--- config.mk ---
export PLATFORM = sky130hd
export DESIGN_NAME = store_rmw_sequencer
export DESIGN_NICKNAME = d
export VERILOG_FILES = /design/src/rtl/store_rmw_sequencer_pkg.sv /design/src/rtl/store_lane_merge.sv /design/src/rtl/store_rmw_sequencer.sv
export SDC_FILE = /design/constraint.sdc
export NUM_CORES = 1
export LEC_CHECK = 0
export ABC_AREA = 1
export BUFFER_PORTS_ARGS = -buffer_cell sky130_fd_sc_hd__buf_2
export CAP_MARGIN = 20
export CORE_AREA = 5 5 119 121
export CTS_CLUSTER_DIAMETER = 120
export DETAILED_ROUTE_END_ITERATION = 6
export DIE_AREA = 0 0 124 126
export PLACE_DENSITY = 0.81
export SLEW_MARGIN = 20
export SYNTH_ARGS = -nofsm -noshare
export SYNTH_HDL_FRONTEND = slang
export SYNTH_SLANG_ARGS = --single-unit
--- constraint.sdc ---
create_clock -name clk -period 8.6 [get_ports clk]
set_clock_uncertainty 0.2 [all_clocks]
set_input_delay 0.86 -clock clk [delete_from_list [all_inputs] [get_ports clk]]
set_output_delay 0.86 -clock clk [all_outputs]
set_load 0.05 [all_outputs]
--- src/rtl/store_rmw_sequencer_pkg.sv ---
// Shared definitions for the store read-modify-write sequencer:
// store size encodings, FSM state encoding, counter width and the
// request legality check.
package store_rmw_sequencer_pkg;

  localparam logic [1:0] SZ_WORD = 2'b00;
  localparam logic [1:0] SZ_HALF = 2'b01;
  localparam logic [1:0] SZ_BYTE = 2'b10;

  // Wide enough for MEM_LAT-1 with MEM_LAT up to 15
  localparam int unsigned CNT_W = 4;

  typedef enum logic [2:0] {
    ST_IDLE,
    ST_READ,
    ST_MERGE,
    ST_WRITE,
    ST_DONE
  } state_t;

  // Illegal size, or (when alignment is checked) misaligned sw/sh
  function automatic logic is_bad_req(input logic [1:0] size,
                                      input logic [1:0] off,
                                      input logic       check_align);
    logic misaligned;
    misaligned = ((size == SZ_WORD) && (off != 2'b00)) ||
                 ((size == SZ_HALF) && off[0]);
    return (size == 2'b11) || (check_align && misaligned);
  endfunction

endpackage

--- src/rtl/store_lane_merge.sv ---
// Combinational lane merge: inserts the store halfword/byte into the
// memory word at the little-endian lane selected by the byte offset.
// Ports:
//   size    - store size (00 word, 01 half, 10 byte)
//   off     - byte offset addr[1:0]
//   wdata   - register-B data
//   rd_word - word read from memory
//   merged  - word to write back
module store_lane_merge
  import store_rmw_sequencer_pkg::*;
(
  input  logic [1:0]  size,
  input  logic [1:0]  off,
  input  logic [31:0] wdata,
  input  logic [31:0] rd_word,
  output logic [31:0] merged
);

  always_comb begin
    merged = rd_word;
    unique case (size)
      SZ_WORD: merged = wdata;
      SZ_HALF: begin
        if (off[1]) merged[31:16] = wdata[15:0];
        else        merged[15:0]  = wdata[15:0];
      end
      SZ_BYTE: begin
        unique case (off)
          2'd0: merged[7:0]   = wdata[7:0];
          2'd1: merged[15:8]  = wdata[7:0];
          2'd2: merged[23:16] = wdata[7:0];
          default: merged[31:24] = wdata[7:0];
        endcase
      end
      default: merged = rd_word;
    endcase
  end

endmodule

--- src/rtl/store_rmw_sequencer.sv ---
// Multicycle store engine: sw writes directly, sh/sb read the word,
// merge the addressed lane and write it back.
// Ports:
//   clk, reset          - clock, asynchronous active-high reset
//   start, size, addr,  - request (sampled only in IDLE)
//   wdata
//   busy, done, err     - status (done/err are one-cycle pulses)
//   mem_addr, mem_wr,   - word-aligned memory interface
//   mem_wdata, mem_rdata
module store_rmw_sequencer
  import store_rmw_sequencer_pkg::*;
#(
  parameter int unsigned MEM_LAT     = 1,
  parameter bit          CHECK_ALIGN = 1'b1
) (
  input  logic        clk,
  input  logic        reset,
  input  logic        start,
  input  logic [1:0]  size,
  input  logic [31:0] addr,
  input  logic [31:0] wdata,
  output logic        busy,
  output logic        done,
  output logic        err,
  output logic [31:0] mem_addr,
  output logic        mem_wr,
  output logic [31:0] mem_wdata,
  input  logic [31:0] mem_rdata
);

  state_t             state_q, state_d;
  logic [CNT_W-1:0]   cnt_q, cnt_d;
  logic [31:0]        addr_q, wdata_q, rd_q, merged;
  logic [1:0]         size_q;
  logic               err_q;
  logic               load, rd_load, bad_req;

  assign bad_req = is_bad_req(size, addr[1:0], CHECK_ALIGN);

  store_lane_merge u_merge (
    .size    (size_q),
    .off     (addr_q[1:0]),
    .wdata   (wdata_q),
    .rd_word (rd_q),
    .merged  (merged)
  );

  // State, counter and latched request
  always_ff @(posedge clk or posedge reset) begin
    if (reset) begin
      state_q <= ST_IDLE;
      cnt_q   <= '0;
      addr_q  <= '0;
      wdata_q <= '0;
      size_q  <= SZ_WORD;
      err_q   <= 1'b0;
      rd_q    <= '0;
    end else begin
      state_q <= state_d;
      cnt_q   <= cnt_d;
      if (load) begin
        addr_q  <= addr;
        wdata_q <= wdata;
        size_q  <= size;
        err_q   <= bad_req;
      end
      if (rd_load) rd_q <= mem_rdata;
    end
  end

  // Next state and outputs decoded from registered state only
  always_comb begin
    state_d   = state_q;
    cnt_d     = cnt_q;
    load      = 1'b0;
    rd_load   = 1'b0;
    busy      = 1'b0;
    done      = 1'b0;
    err       = 1'b0;
    mem_wr    = 1'b0;
    mem_addr  = '0;
    mem_wdata = '0;
    unique case (state_q)
      ST_IDLE: begin
        if (start) begin
          load = 1'b1;
          if (bad_req) begin
            state_d = ST_DONE;
          end else if (size == SZ_WORD) begin
            state_d = ST_WRITE;
          end else begin
            state_d = ST_READ;
            cnt_d   = CNT_W'(MEM_LAT - 1);
          end
        end
      end
      ST_READ: begin
        busy     = 1'b1;
        mem_addr = {addr_q[31:2], 2'b00};
        if (cnt_q == '0) state_d = ST_MERGE;
        else             cnt_d   = cnt_q - CNT_W'(1);
      end
      ST_MERGE: begin
        busy     = 1'b1;
        mem_addr = {addr_q[31:2], 2'b00};
        rd_load  = 1'b1;
        state_d  = ST_WRITE;
      end
      ST_WRITE: begin
        busy      = 1'b1;
        mem_wr    = 1'b1;
        mem_addr  = {addr_q[31:2], 2'b00};
        mem_wdata = merged;
        state_d   = ST_DONE;
      end
      ST_DONE: begin
        busy    = 1'b1;
        done    = 1'b1;
        err     = err_q;
        state_d = ST_IDLE;
      end
      default: state_d = ST_IDLE;
    endcase
  end

endmodule

**Yosys cells after proc, flatten, opt, wreduce, memory -nomap -nowiden**

Index checks and enable logic that the tools add are counted.

- Word-level logic and storage cells: 65
- Bits of input ports: 101
- Output and inout bits: 68
- Flip-flop bits (word level): 106

- Reduce and logical (&&, ||, !) cells: 16
- Mux-type cells: 26
- Equality and inequality tests: 15
- $add $sub $neg: 1

Operators by type and width:

| cell | count |
|---|---|
| $pmux W32 S3 | 1 |
| $mux W32 | 2 |
| $mux W16 | 2 |
| $mux W8 | 4 |
| $mux W4 | 4 |
| $pmux W3 S4 | 1 |
| $ne A2 B2 Y1 const B | 5 |
| $mux W3 | 3 |
| $pmux W4 S2 | 1 |
| $mux W1 | 7 |
| $eq A2 B1 Y1 const B | 3 |
| $eq A2 B2 Y1 const B | 3 |
| $eq A3 B2 Y1 const B | 2 |
| $logic_not A2 Y1 | 3 |
| $reduce_or A3 Y1 | 2 |
| $reduce_and A5 Y1 | 1 |
| $logic_not A4 Y1 | 1 |
| $reduce_bool A2 Y1 | 2 |
| $reduce_or A4 Y1 | 1 |
| $sub A4 B1 Y4 const B | 1 |
| $eq A3 B1 Y1 const B | 1 |
| $eq A3 B3 Y1 const B | 1 |
| $logic_not A3 Y1 | 1 |
| $logic_and A1 B1 Y1 | 2 |
| other kinds (3) | 4 |

**Depth between registers and ports, before layout**

Gate-level depths: netlist (run 1).

- Depth in word-level cells: 7
- Depth in mapped cells: 9
- Gate-level depth less buffers: 9

**Cells and area by module**

Synthesis (run 1) repeated with hierarchy kept, for this count alone.

- Cell total of the unflattened synthesis: 839
- Area, all modules: 5980.7 um^2

By module, submodules not included:

| module | times used | area an instance (um^2) | seq. area each (um^2) | cells an instance |
|---|---|---|---|---|
| store_rmw_sequencer | 1 | 4639.4 | 2652.5 | 530 |
| store_lane_merge | 1 | 1341.3 | 0.0 | 309 |

**Worst setup path after synthesis (run 1)**

No wires, ideal clock.

- Kind: reg-to-output
- From: register state_q[1]
- To: output port err
- Data arrival time: 2064 ps
- Buffers on the path: 0
- Setup slack: 5476 ps
- Data required time: 7540 ps
- Stages on the path, launching flop included: 6
- Path through: dfrtp_1 inv_2 nand2_1 nor2_1 inv_1 nor2_1

- Word-level cells in the longest chain between the ends: 2

RTL lines:

| what | RTL line | source |
|---|---|---|
| start, declared | store_rmw_sequencer.sv:31 | `state_t state_q, state_d;` |
| start signal, assigned | store_rmw_sequencer.sv:59 | `state_q <= state_d;` |
| $eq A3 B3 Y1 | store_rmw_sequencer.sv:83 | `unique case (state_q)` |
| $mux W1 | store_rmw_sequencer.sv:83 |  |
| end, declared | store_rmw_sequencer.sv:24 | `output logic err,` |

No other way between the ends.

**Worst setup path in the final report (run 1)**

- From: register addr_q[1]
- To: output port mem_wdata[23]

- Word-level cells in the longest chain between the ends: 4
- Elaborated cells between the ends (all ways): 5
- Classes of those cells: eq/ne (1); mux (4)

RTL lines:

| what | RTL line | source |
|---|---|---|
| start, declared | store_rmw_sequencer.sv:33 | `logic [31:0] addr_q, wdata_q, rd_q, merged;` |
| start signal, assigned | store_rmw_sequencer.sv:62 | `addr_q <= addr;` |
| $eq A2 B2 Y1 | store_lane_merge.sv:28 | `unique case (off)` |
| $mux W8 | store_lane_merge.sv:28 |  |
| $pmux W32 S3 (*) | store_lane_merge.sv:21 | `unique case (size)` |
| $mux W32 (*) | store_rmw_sequencer.sv:83 |  |
| end, declared | store_rmw_sequencer.sv:27 | `output logic [31:0] mem_wdata,` |

Every way passes the cells marked *; elsewhere a longest branch is shown, timed or not.

==> reports/results.tsv, run 1 <==
metric	value	unit
H-tree depth	3	
clock sinks	106	
top-count cell post-synth	nand2_1	
simple-gate area share of the yosys netlist	28.66	%
synthesized cell area	5583	um2
area occupied by multi-input gates	2439	um2
ANT nets after route	0	
sequential area share after synthesis	47.51	%
XOR/XNOR Fraction of Synth Area	0.1569	%
Ys Warns	0	
hold buffers post-CTS	0	
Area growth syn-to-layout	22.52	%
Post-CTS Setup Repair Bufs	0	
Port Buffers	166	
Setup crit start kind	register	
# diodes	0	
top-area cell type share of the netlist area	47.51	%
mux cell area share after synthesis	3.227	%
Die Ht	126	um
maximum vdd drop	0.2392	mV
area leader, netlist	dfrtp_1	
Clk Latency, worst-skew pair	0.35	ns
DP Wirelength	11780	um
Post-synth ARST share	100.0	%
core region area	12980	um2
routed wire length	15750	um
CTS Buf Count	9	
Reg clk slew, reported paths	0.07	ns
vias post-DR	5416	
CTS tree	done	
largest driver fanout on the critical path	32	
Synth Area in Adders	0.4482	%
fillers	1239	
largest family of logic cells by synthesized area	simple AND/OR/NAND/NOR gates	
largest net degree at the start of global routing	77	
drt pass-1 iters	5	
DRC	0	
pwr dens	381.6	nW/um2
crit path kind	register to output pin	
initial drt markers	425	
period utilisation layout	43.13	%
Post-synth EDFFs	0	
first-pass GRT wire length	25140	um
GR Util All Layers	20.42	%
CP required	7.54	ns
synth top area cells	dfrtp_1 48%, nand2_1 16%, nor2_1 5.7%	
hold slack	0.2762	ns
Slew Viols, Final	0	
Root Buffer	clkbuf_16	
Seq. cell area	2653	um2
pre-CTS setup slack	5.310	ns
final hold viol count	0	
final net count	1002	
LEAKAGE	3.730	nW
worst setup margin	4.891	ns
status	completed	
die width	124	um
Seq cells post-synth	106	
ys flop type	dfrtp_1	
Compound-Gate Fraction of Synth Area	10.96	%
drt wl/cell	14.58	um
Fmax	269.6	MHz
TNS Setup	0	ns
fin crit period	3.709	ns
Hold Crit Class	register to register	
Initial Util	43.01	%
CP Data Arrival Time	2.65	ns
Relative slew margins	33.53	%
Tightest Pin Transition	0.9946	ns
# rows	42	
Setup-failing EPs final	0	
via/cell ratio	5.015	
DIE AREA	15620	um2
Syn Area/Cell	7.434	um2
Routability Congestion	0.8884	
Worst setup EP type	output pin	
RSZ-0062 raised after global routing	false	
Total Power Consumption	2.610	mW
share of layout cells above drive strength 1	24.78	%
clock tree buffer depth	2	
Ports	169	
max-cap viol count	0	
vias in the first global route	5230	
Post-Synthesis Cells	751	
initial antenna violation count	4	
post-CTS resize count	0	
top cells by count, synth	242 x nand2_1, 106 x dfrtp_1, 85 x nor2_1	
Netlist cell types	28	
Congestion Overflow GR	0	
[cell families after synthesis]
kind of cell | count (synthesis)
adder cells (fa/ha/maj) | 2
other | 1
buffers and inverters | 121
AND/OR/NAND/NOR | 390
flip-flops | 106
XOR/XNOR | 1
AO/OA/AOI/OAI | 114
multiplexers | 16
[cell usage in the layout (no fill, tap or decap)]
| master | Yosys | layout |
|---|---|---|
| inv_6 | 0 | 1 |
| nand2_4 | 1 | 1 |
| buf_2 | 16 | 166 |
| clkbuf_1 | 10 | 1 |
| buf_4 | 7 | 3 |
| xnor2_1 | 1 | 1 |
| nand2_1 | 242 | 242 |
| o21ai_1 | 1 | 1 |
| o211ai_1 | 8 | 8 |
| nand3_1 | 35 | 34 |
| dfrtp_1 | 106 | 106 |
| buf_16 | 0 | 1 |
| nor2_4 | 1 | 1 |
| clkinv_4 | 0 | 1 |
| nor2_1 | 85 | 85 |
| bufinv_16 | 0 | 2 |
| o21ai_2 | 1 | 1 |
| clkinvlp_4 | 0 | 1 |
| a21oi_1 | 41 | 41 |
| mux2_2 | 16 | 16 |
| nand4_1 | 12 | 12 |
| nand3_2 | 1 | 2 |
| nor2_2 | 5 | 5 |
| a31oi_1 | 8 | 8 |
| o21ai_0 | 53 | 53 |
| inv_2 | 9 | 9 |
| conb_1 | 1 | 2 |
| nand2_2 | 1 | 1 |
| inv_4 | 0 | 1 |
| clkbuf_16 | 0 | 9 |
| inv_1 | 78 | 77 |
| ha_1 | 2 | 2 |
| a21oi_2 | 2 | 2 |
| clkinv_2 | 0 | 1 |
| nand3b_1 | 7 | 7 |
[layout make-up]
cell class              instances  area share [%]
flip-flops and latches        106           38.78
multi-input cells             525           35.65
repair buffers                170           12.88
inverters                      87           4.811
clock buffers                  10           3.347
well taps                     176           3.219
clock inverters                 6           1.317
[worst paths after layout]
path,start,end,slack [ns],cells after the start
worst max register to register,state_q[2]$_DFFE_PP0P_,wdata_q[31]$_DFFE_PP0P_,6.17,7
worst min register to register,wdata_q[26]$_DFFE_PP0P_,wdata_q[26]$_DFFE_PP0P_,0.28,2
max in group asynchronous,reset,wdata_q[18]$_DFFE_PP0P_,6.61,3
worst min-delay path,wdata_q[26]$_DFFE_PP0P_,wdata_q[26]$_DFFE_PP0P_,0.28,2
worst max-delay path,addr_q[1]$_DFFE_PP0P_,mem_wdata[23],4.89,7
min in group asynchronous,reset,addr_q[10]$_DFFE_PP0P_,0.29,2
[metal layers]
| metal | part of all wire [%] | global-route usage [%] | up-vias |
|---|---|---|---|
| li1 | - | - | 2674 |
| met1 | 42 | 26.95 | 2432 |
| met2 | 46 | 31.91 | 260 |
| met3 | 9.4 | 5.157 | 42 |
| met4 | 2.9 | 8.570 | 8 |
| met5 | 0.25 | 0 | - |
[power breakdown]
part / switching [mW] / internal [mW]
clock: 0.189 / 0.257
combinational: 0.888 / 0.374
sequential: 0.164 / 0.738
[state kept, by name, indices dropped and copies added (netlist names)]
signal   flops
addr_q      32
cnt_q        4
err_q        1
rd_q        32
size_q       2
state_q      3
wdata_q     32
[worst max-delay path: stages (launching register included)]
cell and delay (ns):
dfrtp_1 0.98, nand2_1 0.40, inv_1 0.28, nand3_1 0.10, nand3_1 0.09, nor2_1 0.06
nor2_1 0.10, buf_2 0.28
[through the flow]
stage,area (um2),utilization [%],instances
floorplan,5587,-,752
global placement,6494,50.03,1063
detailed placement,6494,50.03,1063
CTS,6813,52.49,1079
global route,6840,52.70,1080
finish,6840,52.70,1080
Power figures use the tool's default switching activity.
==> inputs of run 2 (changes only) <==
Clock period 8.6 ns to 3.8 ns, I/O delays scaled along.
==> reports/results.tsv, run 2 (synthesis results as in run 1) <==
metric	value	unit	change
maximum vdd drop	0.5529	mV	was 0.2392 mV
worst setup margin	0.8648	ns	was 4.891 ns
RSZ-0062 raised after global routing	false		unchanged
drt wl/cell	14.52	um	was 14.58 um
initial drt markers	450		was 425
Critical Path Max Stage Delay	0.54	ns	was 0.98 ns
Reg clk slew, reported paths	0.08	ns	was 0.07 ns
DIE AREA	15620	um2	unchanged
Port Buffers	166		unchanged
drt pass-1 iters	5		unchanged
highest metal used	met5		unchanged
H-tree depth	3		unchanged
via/cell ratio	4.953		was 5.015
Initial Util	43.01	%	unchanged
Root Buffer	clkbuf_16		unchanged
max-cap viol count	0		unchanged
Routability Congestion	0.8923		was 0.8884
CTS tree	done		unchanged
hold slack	0.01969	ns	was 0.2762 ns
Setup crit start kind	register		unchanged
Tightest Pin Transition	0.6353	ns	was 0.9946 ns
routed wire length	15760	um	was 15750 um
pwr dens	855.6	nW/um2	was 381.6 nW/um2
initial antenna violation count	4		unchanged
Worst Path Buf+Inv	3		was 2
TNS Setup	0	ns	unchanged
# diodes	0		unchanged
Setup-failing EPs final	0		unchanged
Congestion Overflow GR	0		unchanged
Die Ht	126	um	unchanged
final hold viol count	0		unchanged
Post-CTS Setup Repair Bufs	0		unchanged
DRT met1 WL	6587	um	was 6590 um
fin cells	1085		was 1080
pre-CTS setup slack	1.304	ns	was 5.310 ns
commonest non-fill, non-tap cell in the layout	nand2_1		unchanged
final net count	1007		was 1002
post-CTS resize count	0		unchanged
fillers	1239		unchanged
area occupied by multi-input gates	2439	um2	unchanged
Core Util, Final	52.80	%	was 52.70%
vias post-DR	5374		was 5416
largest net degree at the start of global routing	59		was 77
status	completed		unchanged
Clk Latency, worst-skew pair	0.35	ns	about the same
Post-DP Area	6524	um2	was 6494 um2
crit path max-delay cell type	dfrtp_1		unchanged
most frequent cells in the layout	242 x nand2_1, 166 x buf_2, 106 x dfrtp_1		unchanged
crit path kind	register to output pin		unchanged
Area growth syn-to-layout	22.75	%	was 22.52%
metal2 WL	7097	um	was 7180 um
share of layout cells above drive strength 1	25.19	%	was 24.78%
final instance area	6853	um2	was 6840 um2
CP Data Arrival Time	2.36	ns	was 2.65 ns
hold buffers post-CTS	1		was 0
largest driver fanout on the critical path	14		was 32
Worst setup EP type	output pin		unchanged
clock tree buffer depth	2		unchanged
DP Wirelength	11860	um	was 11780 um
CP required	3.22	ns	was 7.54 ns
first-pass GRT wire length	25110	um	was 25140 um
Slew Viols, Final	0		unchanged
# rows	42		unchanged
GR Util All Layers	20.53	%	was 20.42%
Total Power Consumption	5.863	mW	was 2.610 mW
vias in the first global route	5135		was 5230
critical path's top delay family	buffers and inverters		was flip-flops
Placed Cells	1067		was 1063
cell mode on critical path	nand2_1		
Hold Crit Class	input port to register		was register to register
ANT nets after route	0		unchanged
Relative slew margins	57.65	%	was 33.53%
DRC	0		unchanged
LEAKAGE	3.741	nW	was 3.730 nW
crit-path cells	inv_2 -> nand2_4 -> inv_2 -> nand2_1 -> nand2_1 -> nand2_1 -> a31oi_1 -> buf_2		was nand2_1 -> inv_1 -> nand3_1 -> nand3_1 -> nor2_1 -> nor2_1 -> buf_2
die width	124	um	unchanged
period utilisation layout	77.24	%	
met3 routed wirelength	1622	um	was 1473 um
core region area	12980	um2	unchanged
clock sinks	106		unchanged
Fmax	340.7	MHz	
Regs by FF count	addr_q: 32 flops, rd_q: 32 flops, wdata_q: 32 flops		unchanged
Seq. cell area	2653	um2	unchanged
CTS Buf Count	9		unchanged
fin crit period	2.935	ns	
Ports	169		unchanged
## run 2: where the power goes
group          internal [mW]  switching (mW)
sequential              1.67           0.343
combinational          0.853            2.04
clock                  0.517           0.435
## run 2: final timing paths
check | startpoint | endpoint | slack (ns) | depth (start not counted)
worst max-delay path | size_q[0]$_DFFE_PP0P_ | mem_wdata[15] | 0.86 | 8
worst min-delay path | wdata[8] | wdata_q[8]$_DFFE_PP0P_ | 0.02 | 3
worst max register to register | state_q[2]$_DFFE_PP0P_ | addr_q[17]$_DFFE_PP0P_ | 1.55 | 6
worst min register to register | cnt_q[1]$_DFFE_PP0P_ | cnt_q[1]$_DFFE_PP0P_ | 0.27 | 2
max in group asynchronous | reset | addr_q[21]$_DFFE_PP0P_ | 2.11 | 4
min in group asynchronous | reset | state_q[1]$_DFFE_PP0P_ | 0.48 | 3
## run 2: final cells by class
| class | count | share of cell area [%] |
|---|---|---|
| Sequential cell | 106 | 38.71 |
| Timing Repair Buffer | 175 | 13.26 |
| Clock inverter | 7 | 1.150 |
| Tap cell | 176 | 3.213 |
| Multi-Input combinational cell | 525 | 35.59 |
| Inverter | 87 | 4.802 |
| Clock buffer | 9 | 3.286 |
## run 2: worst register-to-register path: stages (launching register included)
cell and delay [ns]:
dfrtp_1 0.43, inv_2 0.13, nand3_2 0.14, nor2_4 0.51, buf_4 0.52, nand2_1 0.13
o21ai_0 0.11
## run 2: routing by layer
metal,track usage [%],vias up
met2,31.94,262
li1,-,2681
met1,26.80,2388
met3,7.399,35
met5,0,-
met4,6.314,8
